### config.mk
export PLATFORM = sky130hd
export DESIGN_NAME = mem_bus_arbiter_flat
export DESIGN_NICKNAME = d
export VERILOG_FILES = /design/src/rtl/mem_bus_arbiter_if.sv /design/src/rtl/mem_bus_arbiter.sv /design/src/flat_wrapper.sv
export SDC_FILE = /design/constraint.sdc
export NUM_CORES = 1
export LEC_CHECK = 0
export ABC_AREA = 1
export BUFFER_PORTS_ARGS = -buffer_cell sky130_fd_sc_hd__buf_2
export CORE_MARGIN = 10
export CORE_UTILIZATION = 54
export CTS_BUF_LIST = sky130_fd_sc_hd__clkbuf_4
export CTS_CLUSTER_DIAMETER = 40
export DETAILED_ROUTE_END_ITERATION = 6
export PLACE_DENSITY = 0.95
export SYNTH_ARGS = -nofsm -noshare
export SYNTH_HDL_FRONTEND = slang
export SYNTH_SLANG_ARGS = --single-unit
### constraint.sdc
create_clock -name clk -period 3.2 [get_ports clk]
set_input_delay 0.32 -clock clk [delete_from_list [all_inputs] [get_ports clk]]
set_output_delay 0.32 -clock clk [all_outputs]
set_load 0.005 [all_outputs]
### src/rtl/mem_bus_arbiter_if.sv
// Bus bundle between the CPU/loader requesters, the arbiter and the SPI memory controller.
// master = arbiter side, slave = requesters plus memory controller side.
interface mem_bus_arbiter_if;
    logic        c_req;
    logic        c_read;
    logic        c_write;
    logic [15:0] c_addr;
    logic [7:0]  c_wdata;
    logic [7:0]  c_rdata;
    logic        c_ready;

    logic        l_req;
    logic        l_read;
    logic        l_write;
    logic [15:0] l_addr;
    logic [7:0]  l_wdata;
    logic [7:0]  l_rdata;
    logic        l_ready;

    logic [15:0] mem_addr;
    logic [7:0]  mem_data_out;
    logic        mem_read;
    logic        mem_write;
    logic        mem_req;
    logic [7:0]  mem_data_in;
    logic        mem_ready;

    logic        owner;
    logic        busy;
    logic        timeout_err;

    modport master (
        input  c_req, c_read, c_write, c_addr, c_wdata,
        input  l_req, l_read, l_write, l_addr, l_wdata,
        input  mem_data_in, mem_ready,
        output c_rdata, c_ready, l_rdata, l_ready,
        output mem_addr, mem_data_out, mem_read, mem_write, mem_req,
        output owner, busy, timeout_err
    );

    modport slave (
        output c_req, c_read, c_write, c_addr, c_wdata,
        output l_req, l_read, l_write, l_addr, l_wdata,
        output mem_data_in, mem_ready,
        input  c_rdata, c_ready, l_rdata, l_ready,
        input  mem_addr, mem_data_out, mem_read, mem_write, mem_req,
        input  owner, busy, timeout_err
    );
endinterface

### src/rtl/mem_bus_arbiter.sv
// Two-port (CPU / loader) arbiter in front of the SPI memory controller, with a
// BUSY watchdog. Every output is registered.
//
//   state | meaning
//   IDLE  | waiting for a request; arbitration and grant happen here
//   BUSY  | memory access outstanding, waiting for mem_ready or watchdog expiry
//   DONE  | one-cycle ready pulse to the owning port
module mem_bus_arbiter #(
    parameter int         ARB_MODE       = 1,
    parameter int         TIMEOUT_CYCLES = 1023,
    parameter logic [7:0] ABORT_DATA     = 8'hFF
) (
    input logic               clk,
    input logic               reset,
    mem_bus_arbiter_if.master bus
);
    localparam int              WD_W    = $clog2(TIMEOUT_CYCLES + 1);
    localparam logic [WD_W-1:0] WD_LAST = WD_W'(TIMEOUT_CYCLES - 1);

    typedef enum logic [1:0] {IDLE, BUSY, DONE} state_t;

    state_t          state, state_nxt;
    logic [WD_W-1:0] watchdog, watchdog_nxt;
    logic            last_grant, last_grant_nxt;
    logic            owner_q, owner_nxt;
    logic            busy_q, busy_nxt;
    logic            timeout_err_q, timeout_err_nxt;
    logic            mem_req_q, mem_req_nxt;
    logic            mem_read_q, mem_read_nxt;
    logic            mem_write_q, mem_write_nxt;
    logic [15:0]     mem_addr_q, mem_addr_nxt;
    logic [7:0]      mem_data_out_q, mem_data_out_nxt;
    logic [7:0]      c_rdata_q, c_rdata_nxt;
    logic [7:0]      l_rdata_q, l_rdata_nxt;
    logic            c_ready_q, c_ready_nxt;
    logic            l_ready_q, l_ready_nxt;

    logic            pick_l;
    logic            sel_read;
    logic            sel_write;
    logic [15:0]     sel_addr;
    logic [7:0]      sel_wdata;

    // Round-robin: on a tie the port that did not win last time goes first.
    always_comb begin
        pick_l = bus.l_req;
        if (bus.c_req && bus.l_req) begin
            pick_l = (ARB_MODE == 0) ? 1'b1 : ~last_grant;
        end
        sel_read  = pick_l ? bus.l_read  : bus.c_read;
        sel_write = pick_l ? bus.l_write : bus.c_write;
        sel_addr  = pick_l ? bus.l_addr  : bus.c_addr;
        sel_wdata = pick_l ? bus.l_wdata : bus.c_wdata;
    end

    always_comb begin
        state_nxt        = state;
        watchdog_nxt     = watchdog;
        last_grant_nxt   = last_grant;
        owner_nxt        = owner_q;
        timeout_err_nxt  = timeout_err_q;
        mem_req_nxt      = mem_req_q;
        mem_read_nxt     = mem_read_q;
        mem_write_nxt    = mem_write_q;
        mem_addr_nxt     = mem_addr_q;
        mem_data_out_nxt = mem_data_out_q;
        c_rdata_nxt      = c_rdata_q;
        l_rdata_nxt      = l_rdata_q;
        c_ready_nxt      = 1'b0;
        l_ready_nxt      = 1'b0;
        busy_nxt         = 1'b0;

        case (state)
            IDLE: begin
                if (bus.c_req || bus.l_req) begin
                    owner_nxt        = pick_l;
                    last_grant_nxt   = pick_l;
                    mem_addr_nxt     = sel_addr;
                    mem_data_out_nxt = sel_wdata;
                    watchdog_nxt     = '0;
                    if (sel_write) begin
                        mem_req_nxt   = 1'b1;
                        mem_write_nxt = 1'b1;
                        mem_read_nxt  = 1'b0;
                        state_nxt     = BUSY;
                    end else if (sel_read) begin
                        mem_req_nxt   = 1'b1;
                        mem_write_nxt = 1'b0;
                        mem_read_nxt  = 1'b1;
                        state_nxt     = BUSY;
                    end else begin
                        state_nxt = DONE;
                    end
                end
            end
            BUSY: begin
                if (bus.mem_ready || watchdog == WD_LAST) begin
                    mem_req_nxt   = 1'b0;
                    mem_read_nxt  = 1'b0;
                    mem_write_nxt = 1'b0;
                    state_nxt     = DONE;
                    if (!bus.mem_ready) begin
                        timeout_err_nxt = 1'b1;
                    end
                    if (mem_read_q) begin
                        if (owner_q) begin
                            l_rdata_nxt = bus.mem_ready ? bus.mem_data_in : ABORT_DATA;
                        end else begin
                            c_rdata_nxt = bus.mem_ready ? bus.mem_data_in : ABORT_DATA;
                        end
                    end
                end else begin
                    watchdog_nxt = watchdog + 1'b1;
                end
            end
            DONE: begin
                state_nxt = IDLE;
            end
            default: begin
                state_nxt = IDLE;
            end
        endcase

        if (state_nxt == DONE) begin
            c_ready_nxt = ~owner_nxt;
            l_ready_nxt = owner_nxt;
        end
        busy_nxt = (state_nxt != IDLE);
    end

    always_ff @(posedge clk or posedge reset) begin
        if (reset) begin
            state          <= IDLE;
            watchdog       <= '0;
            last_grant     <= 1'b0;
            owner_q        <= 1'b0;
            busy_q         <= 1'b0;
            timeout_err_q  <= 1'b0;
            mem_req_q      <= 1'b0;
            mem_read_q     <= 1'b0;
            mem_write_q    <= 1'b0;
            mem_addr_q     <= '0;
            mem_data_out_q <= '0;
            c_rdata_q      <= '0;
            l_rdata_q      <= '0;
            c_ready_q      <= 1'b0;
            l_ready_q      <= 1'b0;
        end else begin
            state          <= state_nxt;
            watchdog       <= watchdog_nxt;
            last_grant     <= last_grant_nxt;
            owner_q        <= owner_nxt;
            busy_q         <= busy_nxt;
            timeout_err_q  <= timeout_err_nxt;
            mem_req_q      <= mem_req_nxt;
            mem_read_q     <= mem_read_nxt;
            mem_write_q    <= mem_write_nxt;
            mem_addr_q     <= mem_addr_nxt;
            mem_data_out_q <= mem_data_out_nxt;
            c_rdata_q      <= c_rdata_nxt;
            l_rdata_q      <= l_rdata_nxt;
            c_ready_q      <= c_ready_nxt;
            l_ready_q      <= l_ready_nxt;
        end
    end

    assign bus.mem_req      = mem_req_q;
    assign bus.mem_read     = mem_read_q;
    assign bus.mem_write    = mem_write_q;
    assign bus.mem_addr     = mem_addr_q;
    assign bus.mem_data_out = mem_data_out_q;
    assign bus.c_rdata      = c_rdata_q;
    assign bus.l_rdata      = l_rdata_q;
    assign bus.c_ready      = c_ready_q;
    assign bus.l_ready      = l_ready_q;
    assign bus.owner        = owner_q;
    assign bus.busy         = busy_q;
    assign bus.timeout_err  = timeout_err_q;
endmodule

### src/flat_wrapper.sv
// flat-port wrapper written by rule: the top's interface ports become plain ports
module mem_bus_arbiter_flat 
#(
    parameter int         ARB_MODE       = 1,
    parameter int         TIMEOUT_CYCLES = 1023,
    parameter logic [7:0] ABORT_DATA     = 8'hFF
)
  (clk, reset, bus_c_req, bus_c_read, bus_c_write, bus_c_addr, bus_c_wdata, bus_l_req, bus_l_read, bus_l_write, bus_l_addr, bus_l_wdata, bus_mem_data_in, bus_mem_ready, bus_c_rdata, bus_c_ready, bus_l_rdata, bus_l_ready, bus_mem_addr, bus_mem_data_out, bus_mem_read, bus_mem_write, bus_mem_req, bus_owner, bus_busy, bus_timeout_err);
  mem_bus_arbiter_if bus_i ();
  input logic clk;
  input logic reset;
  input wire logic [$bits(bus_i.c_req)-1:0] bus_c_req;
  input wire logic [$bits(bus_i.c_read)-1:0] bus_c_read;
  input wire logic [$bits(bus_i.c_write)-1:0] bus_c_write;
  input wire logic [$bits(bus_i.c_addr)-1:0] bus_c_addr;
  input wire logic [$bits(bus_i.c_wdata)-1:0] bus_c_wdata;
  input wire logic [$bits(bus_i.l_req)-1:0] bus_l_req;
  input wire logic [$bits(bus_i.l_read)-1:0] bus_l_read;
  input wire logic [$bits(bus_i.l_write)-1:0] bus_l_write;
  input wire logic [$bits(bus_i.l_addr)-1:0] bus_l_addr;
  input wire logic [$bits(bus_i.l_wdata)-1:0] bus_l_wdata;
  input wire logic [$bits(bus_i.mem_data_in)-1:0] bus_mem_data_in;
  input wire logic [$bits(bus_i.mem_ready)-1:0] bus_mem_ready;
  output wire logic [$bits(bus_i.c_rdata)-1:0] bus_c_rdata;
  output wire logic [$bits(bus_i.c_ready)-1:0] bus_c_ready;
  output wire logic [$bits(bus_i.l_rdata)-1:0] bus_l_rdata;
  output wire logic [$bits(bus_i.l_ready)-1:0] bus_l_ready;
  output wire logic [$bits(bus_i.mem_addr)-1:0] bus_mem_addr;
  output wire logic [$bits(bus_i.mem_data_out)-1:0] bus_mem_data_out;
  output wire logic [$bits(bus_i.mem_read)-1:0] bus_mem_read;
  output wire logic [$bits(bus_i.mem_write)-1:0] bus_mem_write;
  output wire logic [$bits(bus_i.mem_req)-1:0] bus_mem_req;
  output wire logic [$bits(bus_i.owner)-1:0] bus_owner;
  output wire logic [$bits(bus_i.busy)-1:0] bus_busy;
  output wire logic [$bits(bus_i.timeout_err)-1:0] bus_timeout_err;
  assign bus_i.c_req = bus_c_req;
  assign bus_i.c_read = bus_c_read;
  assign bus_i.c_write = bus_c_write;
  assign bus_i.c_addr = bus_c_addr;
  assign bus_i.c_wdata = bus_c_wdata;
  assign bus_i.l_req = bus_l_req;
  assign bus_i.l_read = bus_l_read;
  assign bus_i.l_write = bus_l_write;
  assign bus_i.l_addr = bus_l_addr;
  assign bus_i.l_wdata = bus_l_wdata;
  assign bus_i.mem_data_in = bus_mem_data_in;
  assign bus_i.mem_ready = bus_mem_ready;
  assign bus_c_rdata = bus_i.c_rdata;
  assign bus_c_ready = bus_i.c_ready;
  assign bus_l_rdata = bus_i.l_rdata;
  assign bus_l_ready = bus_i.l_ready;
  assign bus_mem_addr = bus_i.mem_addr;
  assign bus_mem_data_out = bus_i.mem_data_out;
  assign bus_mem_read = bus_i.mem_read;
  assign bus_mem_write = bus_i.mem_write;
  assign bus_mem_req = bus_i.mem_req;
  assign bus_owner = bus_i.owner;
  assign bus_busy = bus_i.busy;
  assign bus_timeout_err = bus_i.timeout_err;
  mem_bus_arbiter #(.ARB_MODE(ARB_MODE), .TIMEOUT_CYCLES(TIMEOUT_CYCLES), .ABORT_DATA(ABORT_DATA)) u_core (.clk(clk), .reset(reset), .bus(bus_i));
endmodule
Yosys cells after proc, flatten, opt, wreduce, memory -nomap -nowiden
Cells that the tools add are included.
{"block": "op_classes", "add_sub_neg": 1, "multipliers": 0, "div": 0, "order_cmp": 0, "eq_ne": 7, "n_shift": 0, "mux": 30, "n_bitwise": 4, "n_reduce_logical": 12}
{"operator": "$mux W10", "count": 2}
{"operator": "$pmux W10 S2", "count": 1}
{"operator": "$mux W1", "count": 16}
{"operator": "$mux W16", "count": 1}
{"operator": "$mux W8", "count": 2}
{"operator": "$reduce_and A4 Y1", "count": 3}
{"operator": "$add A10 B1 Y10 const B", "count": 1}
{"operator": "$eq A10 B10 Y1 const B", "count": 1}
{"operator": "$mux W2", "count": 4}
{"operator": "$pmux W1 S2", "count": 3}
{"operator": "$reduce_and A3 Y1", "count": 2}
{"operator": "$ne A2 B1 Y1 const B", "count": 2}
{"operator": "$not A1 Y1", "count": 4}
{"operator": "$pmux W2 S2", "count": 1}
{"operator": "$reduce_bool A2 Y1", "count": 2}
{"operator": "$ne A3 B1 Y1 const B", "count": 1}
{"operator": "$eq A2 B1 Y1 const B", "count": 1}
{"operator": "$eq A2 B2 Y1 const B", "count": 1}
{"operator": "$logic_not A2 Y1", "count": 1}
{"operator": "$logic_or A1 B1 Y1", "count": 2}
{"operator": "$ne A2 B2 Y1 const B", "count": 1}
{"operator": "$reduce_and A2 Y1", "count": 1}
{"operator": "$logic_and A1 B1 Y1", "count": 1}
{"block": "word_totals", "register_bits": 61, "latch_bits": 0, "ram_bits": 0, "mem_bits_ro": 0, "in_bits": 65, "output_inout_bits": 48, "wordCells": 69, "mem_count": 0}

Longest topological paths before layout
{"block": "logic_depth", "depth_word": 9, "ltp_mapped": 10, "mapped_depth_nobuf": 10}

Least setup slack after synthesis
No wires, ideal clock.
{"block": "synth_timing", "kind": "reg2reg", "startpoint": "register u_core.watchdog[0]", "endpoint": "register u_core.l_rdata_q[0], in the netlist u_core.bus.l_rdata[0]", "setup_ns": 0.123, "arrival_time_ns": 1.335, "slack_ns": 1.742, "stages_incl_launch_ff": 11, "n_path_buf": 1, "period_less_slack_ns": 1.458, "cell_sequence": "dfrtp_1 inv_1 ha_1 nand3_1 nor2_1 nand2_2 nand2_4 nand3_4 buf_6 nand2_1 o21ai_1"}
{"block": "synth_via", "elab_chain_len": 3}
{"element": "start, declared", "line": "mem_bus_arbiter.sv:23", "source": "logic [WD_W-1:0] watchdog, watchdog_nxt;"}
{"element": "start signal, assigned", "line": "mem_bus_arbiter.sv:150", "source": "watchdog <= watchdog_nxt;"}
{"element": "$eq A10 B10 Y1", "line": "mem_bus_arbiter.sv:97", "source": "if (bus.mem_ready || watchdog == WD_LAST) begin"}
{"element": "$logic_or A1 B1 Y1", "line": "mem_bus_arbiter.sv:97"}
{"element": "$reduce_and A4 Y1 (no line)"}
{"element": "end signal, assigned", "line": "mem_bus_arbiter.sv:161", "source": "l_rdata_q <= l_rdata_nxt;"}
{"element": "end, declared", "line": "mem_bus_arbiter.sv:34", "source": "logic [7:0] l_rdata_q, l_rdata_nxt;"}
No other way between the ends.
A chain may end at the register's enable or synchronous reset.

Worst setup path after layout
{"block": "layout_timing", "startpoint": "register u_core.state[1]", "endpoint": "register u_core.watchdog[6]"}
{"block": "layout_via", "elab_chain_len": 3, "word_cells_on_any_way": 7}
{"element": "start, declared", "line": "mem_bus_arbiter.sv:22", "source": "state_t state, state_nxt;"}
{"element": "start signal, assigned", "line": "mem_bus_arbiter.sv:149", "source": "state <= state_nxt;"}
{"element": "$eq A2 B1 Y1 / $logic_not A2 Y1 (equally long branches)", "line": "mem_bus_arbiter.sv:73", "source": "case (state)"}
{"element": "$ne A2 B2 Y1 (no line) (tied with other cells)"}
{"element": "$reduce_and A3 Y1 (no line)"}
Parallel ways exist; a longest one is shown, timed or not.

==> flow_summary_export.csv <==
group,metric,value,unit
power,peakVddDrop,0.480,mV
floorplanning,io_pins,113,
yosys,synth_area_leaders,"dfrtp_1 (54%), nand2_1 (12%), o21ai_0 (6.8%)",
power,power_leakage,1.86,nW
floorplanning,initial_core_util,55.4,%
detailed_routing,firstDrtPassIters,5,
final_layout,area_growth,26.0,%
sta,fin_tns_setup,0,ns
sta,final_max_slew_viol_count,0,
yosys,synth_area_per_cell,8.37,sq um
floorplanning,placeableCoreArea,5070,sq um
placed_design,dp_hpwl,5970,um
worst_setup_path,r2r_end,"u_core.watchdog[6]",
detailed_routing,avgViaCountPerCell,5.29,
worst_setup_path,critical_path.cell_chain,"or2_1, nor2_2, buf_4, inv_2, nand2_2, inv_2, nand2_1, o21ai_0",
worst_setup_path,crit_buf_inv,3,
cts,clk_latency,0.39,ns
detailed_routing,wl,7760,um
yosys,yosys_warnings,0,
worst_setup_path,rr_startpoint,"u_core.state[1]",
placed_design,routabilityCongestion,0.855,
worst_setup_path,required,3.47,ns
global_route,grt_max_degree,37,
floorplanning,die_h,92.2,um
flow_run,drv_cap,0,
yosys,syn_inst,336,
worst_setup_path,critPathKind,"register to register",
worst_setup_path,cp_slowest_stage_delay,0.42,ns
floorplanning,die_area,8490,sq um
cts,cts.clk_slew.worst_paths,0.10,ns
worst_setup_path,path_max_fanout,31,
yosys,syn-cell-area,2810,sq um
final_layout,n_antenna_cell,0,
power,power_density,817,nW/um^2
cts,cts_buffer_depth,2,
yosys,synth.distinct_cells,27,
worst_setup_path,cp-start-kind,"register",
placed_design,placed_area,3410,sq um
placed_design,portBuffers,112,
global_route,grt_pass1_wl,13000,um
sta,clock.fmax,0.529,GHz
yosys,synth_fp_nets,403,
floorplanning,placementRows,26,
cts,cts_tree,"built",
floorplanning,die_w,92.2,um
detailed_routing,avgRoutedWirePerCell,14.8,um
final_layout,fin_nets,516,
worst_setup_path,reg2regPathDepth,8,
final_layout,fin_area,3540,sq um
sta,final.period_utilization,59.1,%
global_route,grt_pass1_vias,2855,
sta,rsz0062_at_grt,"false",
worst_setup_path,slowest_stage,"dfrtp_1",
yosys,synth_largest_area_cell,"dfrtp_1",
cts,ctsHoldBuffers,0,
cts,ctsResizeCount,0,
worst_setup_path,crit_family,"buffers and inverters",
cts,postCtsSetupRepairBufs,0,
sta,min_period,1.89,ns
sta,worst_slew_pin_slew,0.719,ns
final_layout,drive_above_1_share,31.9,%
detailed_routing,ant_nets,0,
yosys,synth.top_cell.area_share,54.3,%
global_route,antenna_found_initial,0,
outcome,status,"finished, final reports clean",
detailed_routing,drt_iter0_markers,182,
worst_setup_path,r2r_slack,1.31,ns
global_route,track_usage,18.4,%
sta,hold_viol,0,
cts,cts.sinks,61,
worst_setup_path,arrival,2.16,ns
detailed_routing,vias,2773,
cts,clockRootBuffer,"clkbuf_4",
worst_setup_path,critPathLaunch,"u_core.state[1]",
cts,h-tree-depth,3,
sta,slew_headroom,52.0,%
cts,cts_made_buffers,9,
yosys,ys_ff_latch,61,
worst_setup_path,end_kind,"register",
worst_setup_path,crit_cells,8,
sta,skew,0.0158,ns
min_path,min_path_type,"primary input to asynchronous set/reset pin",
yosys,yosysSeqAreaShare,54.3,%
worst_setup_path,cpMostUsedCell,"inv_2",
detailed_routing,drc,0,
global_route,grt-ovfl-total,0,
sta,setup_viol,0,
## final cells by class
type | count | area, sq um
Clock inverter | 7 | 66.3
Sequential cell | 61 | 1530
Fill cell | 396 | 1530
Clock buffer | 9 | 67.6
Timing Repair Buffer | 115 | 583
Inverter | 20 | 75.1
Multi-Input combinational cell | 242 | 1140
Tap cell | 70 | 87.6
## sequential cells by signal (all words and copies together) (netlist names)
| name | cells |
|---|---|
| u_core.bus.mem_req | 1 |
| u_core.bus.mem_read | 1 |
| u_core.state | 2 |
| u_core.bus.c_rdata | 8 |
| u_core.bus.mem_write | 1 |
| u_core.bus.l_rdata | 8 |
| u_core.bus.mem_data_out | 8 |
| u_core.bus.c_ready | 1 |
| u_core.bus.mem_addr | 16 |
| u_core.bus.l_ready | 1 |
| u_core.last_grant | 1 |
| u_core.watchdog | 10 |
| u_core.bus.owner | 1 |
| u_core.bus.busy | 1 |
| u_core.bus.timeout_err | 1 |
## where the power goes
part	internal (mW)	switching (mW)
Sequential	1.08	0.187
Clock	0.233	0.275
Combinational	0.452	0.663
Total	1.77	1.13
## synthesized netlist by cell type, drive strengths merged
cell	number
nand2	92
o21ai	73
dfrtp	61
nor2	47
inv	20
nand3	17
buf	10
a21oi	3
clkbuf	3
ha	2
o21bai	2
xor2	2
a21boi	1
nand4	1
nor3b	1
or2	1
## stage by stage
stage,util [%],total power [mW],setup slack (ns),hold WS (ns),cells
CTS,69.8,2.91,1.33,0.0512,524
finish,69.8,2.89,1.31,0.0414,524
global placement,67.2,2.36,1.45,0.453,508
detailed placement,67.2,2.41,1.31,0.473,508
global route,69.8,3.15,1.11,0.0701,524
floorplan,-,1.90,1.37,0.442,336
## worst max path at each step
| stage | to | slack (ns) |
|---|---|---|
| 6_report | u_core.watchdog[6] | 1.31 |
| 5_1_grt | u_core.watchdog[8] | 1.11 |
| 4_1_cts | u_core.watchdog[6] | 1.33 |
| 3_5_place_dp | u_core.watchdog[6] | 1.31 |
| 3_3_place_gp | u_core.watchdog[8] | 1.45 |
| 2_1_floorplan | u_core.bus.busy | 1.37 |
## placed cells by master, fill, tap and decap left out, drive strengths merged
master	n
buf	115
nand2	92
o21ai	73
dfrtp	61
nor2	47
inv	20
nand3	17
clkbuf	9
clkinv	4
a21oi	3
xor2	2
o21bai	2
ha	2
clkinvlp	2
or2	1
a21boi	1
nor3b	1
nand4	1
bufinv	1
## logic make-up after synthesis
kind of cell,after synthesis,synth area share [%]
and+or+nand+nor,159,24.4
AOI/OAI and AO/OA,79,14.5
DFF,61,54.3
buffers and inverters,33,5.30
xor gates and xnor gates,2,0.623
adders and majority gates,2,0.890
## routing by layer
metal / vias up / GRT usage [%] / share of wire, % / routed length [um]
met5: - / 0 / 0 / 0
met2: 169 / 28.5 / 46 / 3600
met4: 0 / 6.81 / 1.4 / 105
li1: 1316 / - / - / -
met1: 1278 / 21.7 / 40 / 3100
met3: 10 / 8.80 / 12 / 950
No activity file was read; power rests on OpenSTA's default activity.
